**config.mk**
```make
export PLATFORM = sky130hd
export DESIGN_NAME = sar_search_4b
export DESIGN_NICKNAME = d
export VERILOG_FILES = /design/src/rtl/sar_search_4b.sv
export SDC_FILE = /design/constraint.sdc
export NUM_CORES = 1
export LEC_CHECK = 0
export CORE_UTILIZATION = 45
export CTS_CLUSTER_DIAMETER = 60
export DETAILED_ROUTE_END_ITERATION = 16
export PLACE_DENSITY = 0.8
export SLEW_MARGIN = 40
export SYNTH_ARGS = -nofsm -noshare
export SYNTH_HDL_FRONTEND = slang
export SYNTH_SLANG_ARGS = --single-unit
```
**constraint.sdc**
```tcl
create_clock -name clk -period 4.7 [get_ports clk]
set_clock_uncertainty 0.1 [all_clocks]
set_input_delay 0.94 -clock clk [delete_from_list [all_inputs] [get_ports clk]]
set_output_delay 0.94 -clock clk [all_outputs]
set_load 0.02 [all_outputs]
```
**src/rtl/sar_search_4b.sv**
```systemverilog
// 4-bit successive-approximation search controller driving an external comparator.
// MSB-first trial on GUESS, optional settle wait per trial, one-cycle DONE with RESULT/ERR.
module sar_search_4b #(
    parameter int SETTLE = 0
) (
    input  logic       clk,
    input  logic       rst_n,
    input  logic       start,
    input  logic       GT,
    input  logic       LT,
    input  logic       EQ,
    output logic [3:0] GUESS,
    output logic [3:0] RESULT,
    output logic       BUSY,
    output logic       DONE,
    output logic       ERR
);
    typedef enum logic [1:0] {IDLE, WAIT, CMP, FIN} state_t;

    // After a new trial value, either settle first or compare immediately.
    localparam state_t     STEP     = (SETTLE > 0) ? WAIT : CMP;
    localparam logic [2:0] CNT_LAST = (SETTLE > 0) ? 3'(SETTLE - 1) : 3'd0;

    state_t     state, state_nxt;
    logic [3:0] acc, acc_nxt, acc_upd, res_nxt;
    logic [1:0] idx, idx_nxt;
    logic [2:0] cnt, cnt_nxt;
    logic       err_nxt, flags_ok;

    assign GUESS = acc;

    always_comb begin
        state_nxt = state;
        acc_nxt   = acc;
        idx_nxt   = idx;
        cnt_nxt   = cnt;
        res_nxt   = RESULT;
        err_nxt   = ERR;
        flags_ok  = ({GT, LT, EQ} == 3'b100) || ({GT, LT, EQ} == 3'b010) ||
                    ({GT, LT, EQ} == 3'b001);
        acc_upd   = acc;
        if (LT)
            acc_upd[idx] = 1'b0;

        case (state)
            IDLE: begin
                if (start) begin
                    acc_nxt   = 4'b1000;
                    idx_nxt   = 2'd3;
                    err_nxt   = 1'b0;
                    cnt_nxt   = 3'd0;
                    state_nxt = STEP;
                end
            end
            WAIT: begin
                if (cnt == CNT_LAST) begin
                    cnt_nxt   = 3'd0;
                    state_nxt = CMP;
                end else begin
                    cnt_nxt = cnt + 3'd1;
                end
            end
            CMP: begin
                if (!flags_ok) begin
                    err_nxt   = 1'b1;
                    res_nxt   = 4'h0;
                    state_nxt = FIN;
                end else if (EQ) begin
                    res_nxt   = acc;
                    state_nxt = FIN;
                end else if (idx == 2'd0) begin
                    acc_nxt   = acc_upd;
                    res_nxt   = acc_upd;
                    state_nxt = FIN;
                end else begin
                    // Resolve the current bit and set the next lower trial bit.
                    acc_nxt   = acc_upd | (4'b0001 << (idx - 2'd1));
                    idx_nxt   = idx - 2'd1;
                    cnt_nxt   = 3'd0;
                    state_nxt = STEP;
                end
            end
            FIN: state_nxt = IDLE;
            default: state_nxt = IDLE;
        endcase
    end

    always_ff @(posedge clk or negedge rst_n) begin
        if (!rst_n) begin
            state  <= IDLE;
            acc    <= 4'h0;
            idx    <= 2'd0;
            cnt    <= 3'd0;
            RESULT <= 4'h0;
            ERR    <= 1'b0;
            BUSY   <= 1'b0;
            DONE   <= 1'b0;
        end else begin
            state  <= state_nxt;
            acc    <= acc_nxt;
            idx    <= idx_nxt;
            cnt    <= cnt_nxt;
            RESULT <= res_nxt;
            ERR    <= err_nxt;
            // Status flags are registered from the next state so they align with it.
            BUSY   <= (state_nxt == WAIT) || (state_nxt == CMP);
            DONE   <= (state_nxt == FIN);
        end
    end
endmodule

```
# ---- After elaboration in Yosys (flattened, before gate mapping)
# Index checks and enable logic that the tools add are counted.
# W data, S select, Z words.
dict set report totals {
  output_inout_bits 11
  inputBits 6
  regBits 18
  elab_cells 76
}
dict set report classes {
  n_shift 1
  add_sub_neg 2
  bitwise 3
  n_eq_ne 15
  mux 31
  order_cmp 2
  n_reduce_logical 14
}
# op n
set ops {}
lappend ops {{$mux W4} 8}
lappend ops {{$mux W3} 5}
lappend ops {{$mux W2} 6}
lappend ops {{$ne A2 B2 Y1 const B} 5}
lappend ops {{$reduce_and A5 Y1} 2}
lappend ops {{$pmux W3 S3} 1}
lappend ops {{$eq A2 B2 Y1 const B} 4}
lappend ops {{$pmux W2 S4} 1}
lappend ops {{$pmux W4 S2} 1}
lappend ops {{$mux W1} 6}
lappend ops {{$and A4 B4 Y4} 1}
lappend ops {{$eq A2 B1 Y1 const B} 2}
lappend ops {{$logic_not A2 Y1} 2}
lappend ops {{$not A4 Y4} 1}
lappend ops {{$or A4 B4 Y4} 1}
lappend ops {{$pmux W2 S2} 1}
lappend ops {{$reduce_and A4 Y1} 1}
lappend ops {{$shl A1 B2 Y4 const A} 1}
lappend ops {{$add A3 B1 Y3 const B} 1}
lappend ops {{$eq A3 B1 Y1 const B} 1}
lappend ops {{$eq A3 B2 Y1 const B} 1}
lappend ops {{$eq A3 B3 Y1 const B} 1}
lappend ops {{$logic_not A3 Y1} 1}
lappend ops {{$logic_or A1 B1 Y1} 3}
lappend ops {{11 further kinds} 11}

# ---- Longest topological paths before layout
dict set report depth {
  ltp_word 12
  ltp_mapped 6
}

# ---- Least setup slack after synthesis
# No wires, ideal clock.
dict set report synth_timing {
  path_type {input port to flip-flop}
  from {input port GT}
  to {register acc[1] (netlist: GUESS[1])}
  setup_ps 122
  path_buffers 1
  cell_stages 4
  path_slack_ps 2496
  required_ps 4478
  arrival_ps 1982
  cell_sequence {buf_4 > xnor2_2 > or4_1 > a32o_1}
}
dict set report synth_between {
  elab_chain_len 5
  word_cells_on_any_way 7
  classes_between {eq/ne: 4; reduce/logical: 3}
}
# item line_no
set synth_lines {}
lappend synth_lines {{start, declared} 9} ;# input logic GT,
lappend synth_lines {{$eq A3 B3 Y1 / $eq A3 B2 Y1 (equally long branches)} 39} ;# flags_ok = ({GT, LT, EQ} == 3'b100) || ({GT, LT, EQ} == 3'b010) ||
lappend synth_lines {{$logic_or A1 B1 Y1} 39}
lappend synth_lines {{$logic_or A1 B1 Y1 *} 39}
lappend synth_lines {{$ne A2 B2 Y1 (no line) *} -}
lappend synth_lines {{$reduce_and A4 Y1 (no line) *} -}
lappend synth_lines {{end signal, assigned} 100} ;# acc <= acc_nxt;
lappend synth_lines {{end, declared} 25} ;# logic [3:0] acc, acc_nxt, acc_upd, res_nxt;
# Mark *: on every way between the ends. The rest lies on a longest branch, timed or not.
# A chain may end at the register's enable or synchronous reset.

# ---- Worst setup path after layout
dict set report layout_timing {
  from {input port GT}
  to {register BUSY}
}
dict set report layout_between {
  elab_chain_len 7
  word_cells_on_any_way 10
  classes_between {eq/ne: 5; mux: 2; reduce/logical: 3}
}
# item line_no
set layout_lines {}
lappend layout_lines {{$eq A3 B3 Y1 / $eq A3 B2 Y1 (equally long branches)} 39}
lappend layout_lines {{$logic_or A1 B1 Y1} 39}
lappend layout_lines {{$logic_or A1 B1 Y1 *} 39}
lappend layout_lines {{$mux W1 *} 64} ;# if (!flags_ok) begin
lappend layout_lines {{$pmux W2 S4 *} 45} ;# case (state)
lappend layout_lines {{named net state_nxt[0]} 24} ;# state_t state, state_nxt;
lappend layout_lines {{$eq A2 B1 Y1 / $eq A2 B2 Y1 (equally long branches)} 106} ;# BUSY <= (state_nxt == WAIT) || (state_nxt == CMP);
lappend layout_lines {{$logic_or A1 B1 Y1 *} 106}
lappend layout_lines {{end signal, assigned} 106}
lappend layout_lines {{end, declared} 14} ;# output logic BUSY,
# The timed path passes the listed nets; every way through them passes the cells marked *.

==> flow_metrics.tcl <==
set metrics [dict create \
    path_max_fanout 8 \
    leakagePower_uw 0.000543 \
    drt_iter0_drc 26 \
    required_ns 4.78 \
    firstDrtPassIters 4 \
    synth_seq_cells 18 \
    grt_overflow 0 \
    fin_nets 130 \
    num_antenna_cells 0 \
    grt_pass1_vias 790 \
    clkSinkCount 18 \
    cts_buffer_depth 2 \
    post-dp-hpwl_mm 1.61 \
    cts_htree_levels 1 \
    post_cts_buffers 0 \
    grt_max_degree 19 \
    wire_per_inst_um 15.3 \
    drive_gt1_frac 0.0862 \
    syn_avg_cell_area_um2 10.2 \
    wirelength_mm 2.19 \
    netlist_instances 101 \
    power_density_nw_per_um2 552 \
    final-setup-viol-count 0 \
    cts_tree "yes" \
    vias 851 \
    cts_hold_buf 0 \
    cts_resized 0 \
    rows 16 \
    yosys_warnings 0 \
    slew_viol_final 0 \
    synth_area_um2 1030 \
    min_period_ns 2.57 \
    outcome "finished, final reports clean" \
    hp-class "reg -> reg" \
    crit_path_end_kind "flop" \
    die_h_um 49.8 \
    ant_nets 0 \
    hold_depth 1 \
    numCtsBuffers 3 \
    relSlewSlack 0.580 \
    track_usage 0.198 \
    die_w_um 49.8 \
    fmax_ghz 0.388 \
    rsz0062_at_grt "no" \
    syn2layout_area_growth_pct 18.8 \
    start_util 0.502 \
    final_util 0.597 \
    gp_congestion 0.875 \
    worst_setup_hold_path_clk_slew_ns 0.10 \
    ir_drop_v 0.000287 \
    hold_viol_final 0 \
    antenna_found_initial 0 \
    post-route-drc-count 0 \
    mappedNetlistNets 114 \
    io-pin-count 17 \
    tns_ns 0 \
    grt_pass1_wl_mm 3.65 \
    die_area_um2 2480 \
    clock_latency_ns 0.29 \
    drv_cap 0 \
    clockRootBuffer "clkbuf_4" \
    start_kind "input port" \
    r2r_cells 6 \
    worstMarginPinSlew_ns 0.624 \
    vias_per_cell 5.95 \
    worst_ep_arrival_time_ns 2.66 \
    finalCritPeriodShare 0.548 \
    core_um2 2040 \
    ys_types 37 \
    ys_seq_area_frac 0.439 \
    criticalPathCategory "in -> reg" \
    io_buffers 16 \
]
routing by layer:
metal  up-vias  global-route usage  share of wire
li1        400                   -              -
met1       414               0.269           0.46
met2        33               0.313           0.48
met3         4              0.0185          0.040
met4         0               0.100          0.021
met5         -                   0              0
cells by family (layout without fill, tap and decap cells):
| family | count (synthesis) | after routing | synth area share |
|---|---|---|---|
| AND/OR/NAND/NOR | 37 | 37 | 0.201 |
| AO/OA/AOI/OAI | 23 | 23 | 0.178 |
| flip-flops | 18 | 18 | 0.439 |
| buffers and inverters | 13 | 28 | 0.0610 |
| adder cells (fa/ha/maj) | 7 | 7 | 0.0854 |
| XOR/XNOR | 2 | 2 | 0.0244 |
| multiplexers | 1 | 1 | 0.0110 |
power by group:
group          switching (uW)  internal [uW]  leakage [uW]
Clock                    49.1           47.2     0.0000210
Combinational             167            146      0.000296
Sequential               56.3            207      0.000226
cell usage after synthesis:
| cell type | count | area share |
|---|---|---|
| nor4_1 | 1 | 0.0061 |
| ha_1 | 7 | 0.085 |
| nand4b_1 | 1 | 0.0085 |
| buf_4 | 1 | 0.0073 |
| o21bai_1 | 1 | 0.0073 |
| xor2_1 | 1 | 0.0085 |
| dfrtp_1 | 18 | 0.44 |
| nand3_1 | 1 | 0.0049 |
| and3_1 | 1 | 0.0061 |
| nand2b_1 | 2 | 0.012 |
| o221a_2 | 2 | 0.022 |
| or4_1 | 1 | 0.0073 |
| a32o_1 | 5 | 0.049 |
| o2bb2ai_1 | 1 | 0.0085 |
| o21ai_0 | 4 | 0.020 |
| a22o_1 | 1 | 0.0085 |
| o22ai_1 | 4 | 0.024 |
| mux2_2 | 1 | 0.011 |
| nand4_1 | 2 | 0.012 |
| a21oi_1 | 1 | 0.0049 |
| nor2b_1 | 4 | 0.024 |
| and4b_1 | 1 | 0.0098 |
| buf_6 | 1 | 0.011 |
| nor3_1 | 2 | 0.0098 |
| nor2_1 | 5 | 0.018 |
| nand2_1 | 11 | 0.040 |
| or3b_2 | 1 | 0.0085 |
| buf_2 | 2 | 0.0098 |
| nor3b_1 | 1 | 0.0073 |
| a21o_1 | 1 | 0.0073 |
| and2b_1 | 2 | 0.015 |
| inv_1 | 8 | 0.029 |
| or4bb_1 | 1 | 0.011 |
| o311a_1 | 1 | 0.0098 |
| o2111ai_1 | 2 | 0.017 |
| clkbuf_1 | 1 | 0.0037 |
| xnor2_2 | 1 | 0.016 |
stage by stage:
step,std cells,power [uW],cell area [um2],hold WS [ns],setup slack (ns)
CTS,143,674,1220,0.404,2.14
detailed placement,139,578,1190,0.379,1.83
global route,143,714,1220,0.441,2.02
finish,143,673,1220,0.399,2.13
floorplan,101,451,1030,0.391,2.50
global placement,139,565,1190,0.379,1.90
final timing paths:
check,startpoint,to,slack [ns]
setup / recovery,GT,BUSY,2.13
hold reg to reg,RESULT[0],RESULT[0],0.40
max in group asynchronous,rst_n,state[0],3.76
hold / removal,RESULT[0],RESULT[0],0.40
setup reg to reg,idx[0],BUSY,2.67
min in group asynchronous,rst_n,state[1],0.46
cell usage in the layout (no fill, tap or decap), types with 2 or more instances in the layout:
cell type,netlist,routed
a32o_1,5,5
and2b_1,2,2
clkbuf_4,0,3
clkdlybuf4s50_1,0,15
dfrtp_1,18,18
ha_1,7,7
inv_1,8,8
nand2_1,11,11
nand2b_1,2,2
nand4_1,2,2
nor2_1,5,5
nor2b_1,4,4
nor3_1,2,2
o2111ai_1,2,2
o21ai_0,4,4
o221a_2,2,2
o22ai_1,4,4
area by class of cell:
cell class              instances  area (um2)
well taps                      27        33.8
repair buffers                 16         155
fillers                       185         823
inverters                       8        30.0
flip-flops and latches         18         450
clock buffers                   4        36.3
multi-input cells              70         513
sequential cells by signal, indices dropped and copies added, names as in the netlist:
register  cells
cnt           3
ERR           1
GUESS         4
BUSY          1
DONE          1
RESULT        4
state         2
idx           2
worst max-delay path, stage by stage:
cell	delay (ns)
clkdlybuf4s50_1	0.66
xor2_1	0.36
a21o_1	0.29
nand2_1	0.11
ha_1	0.30
Power figures use the tool's default switching activity.
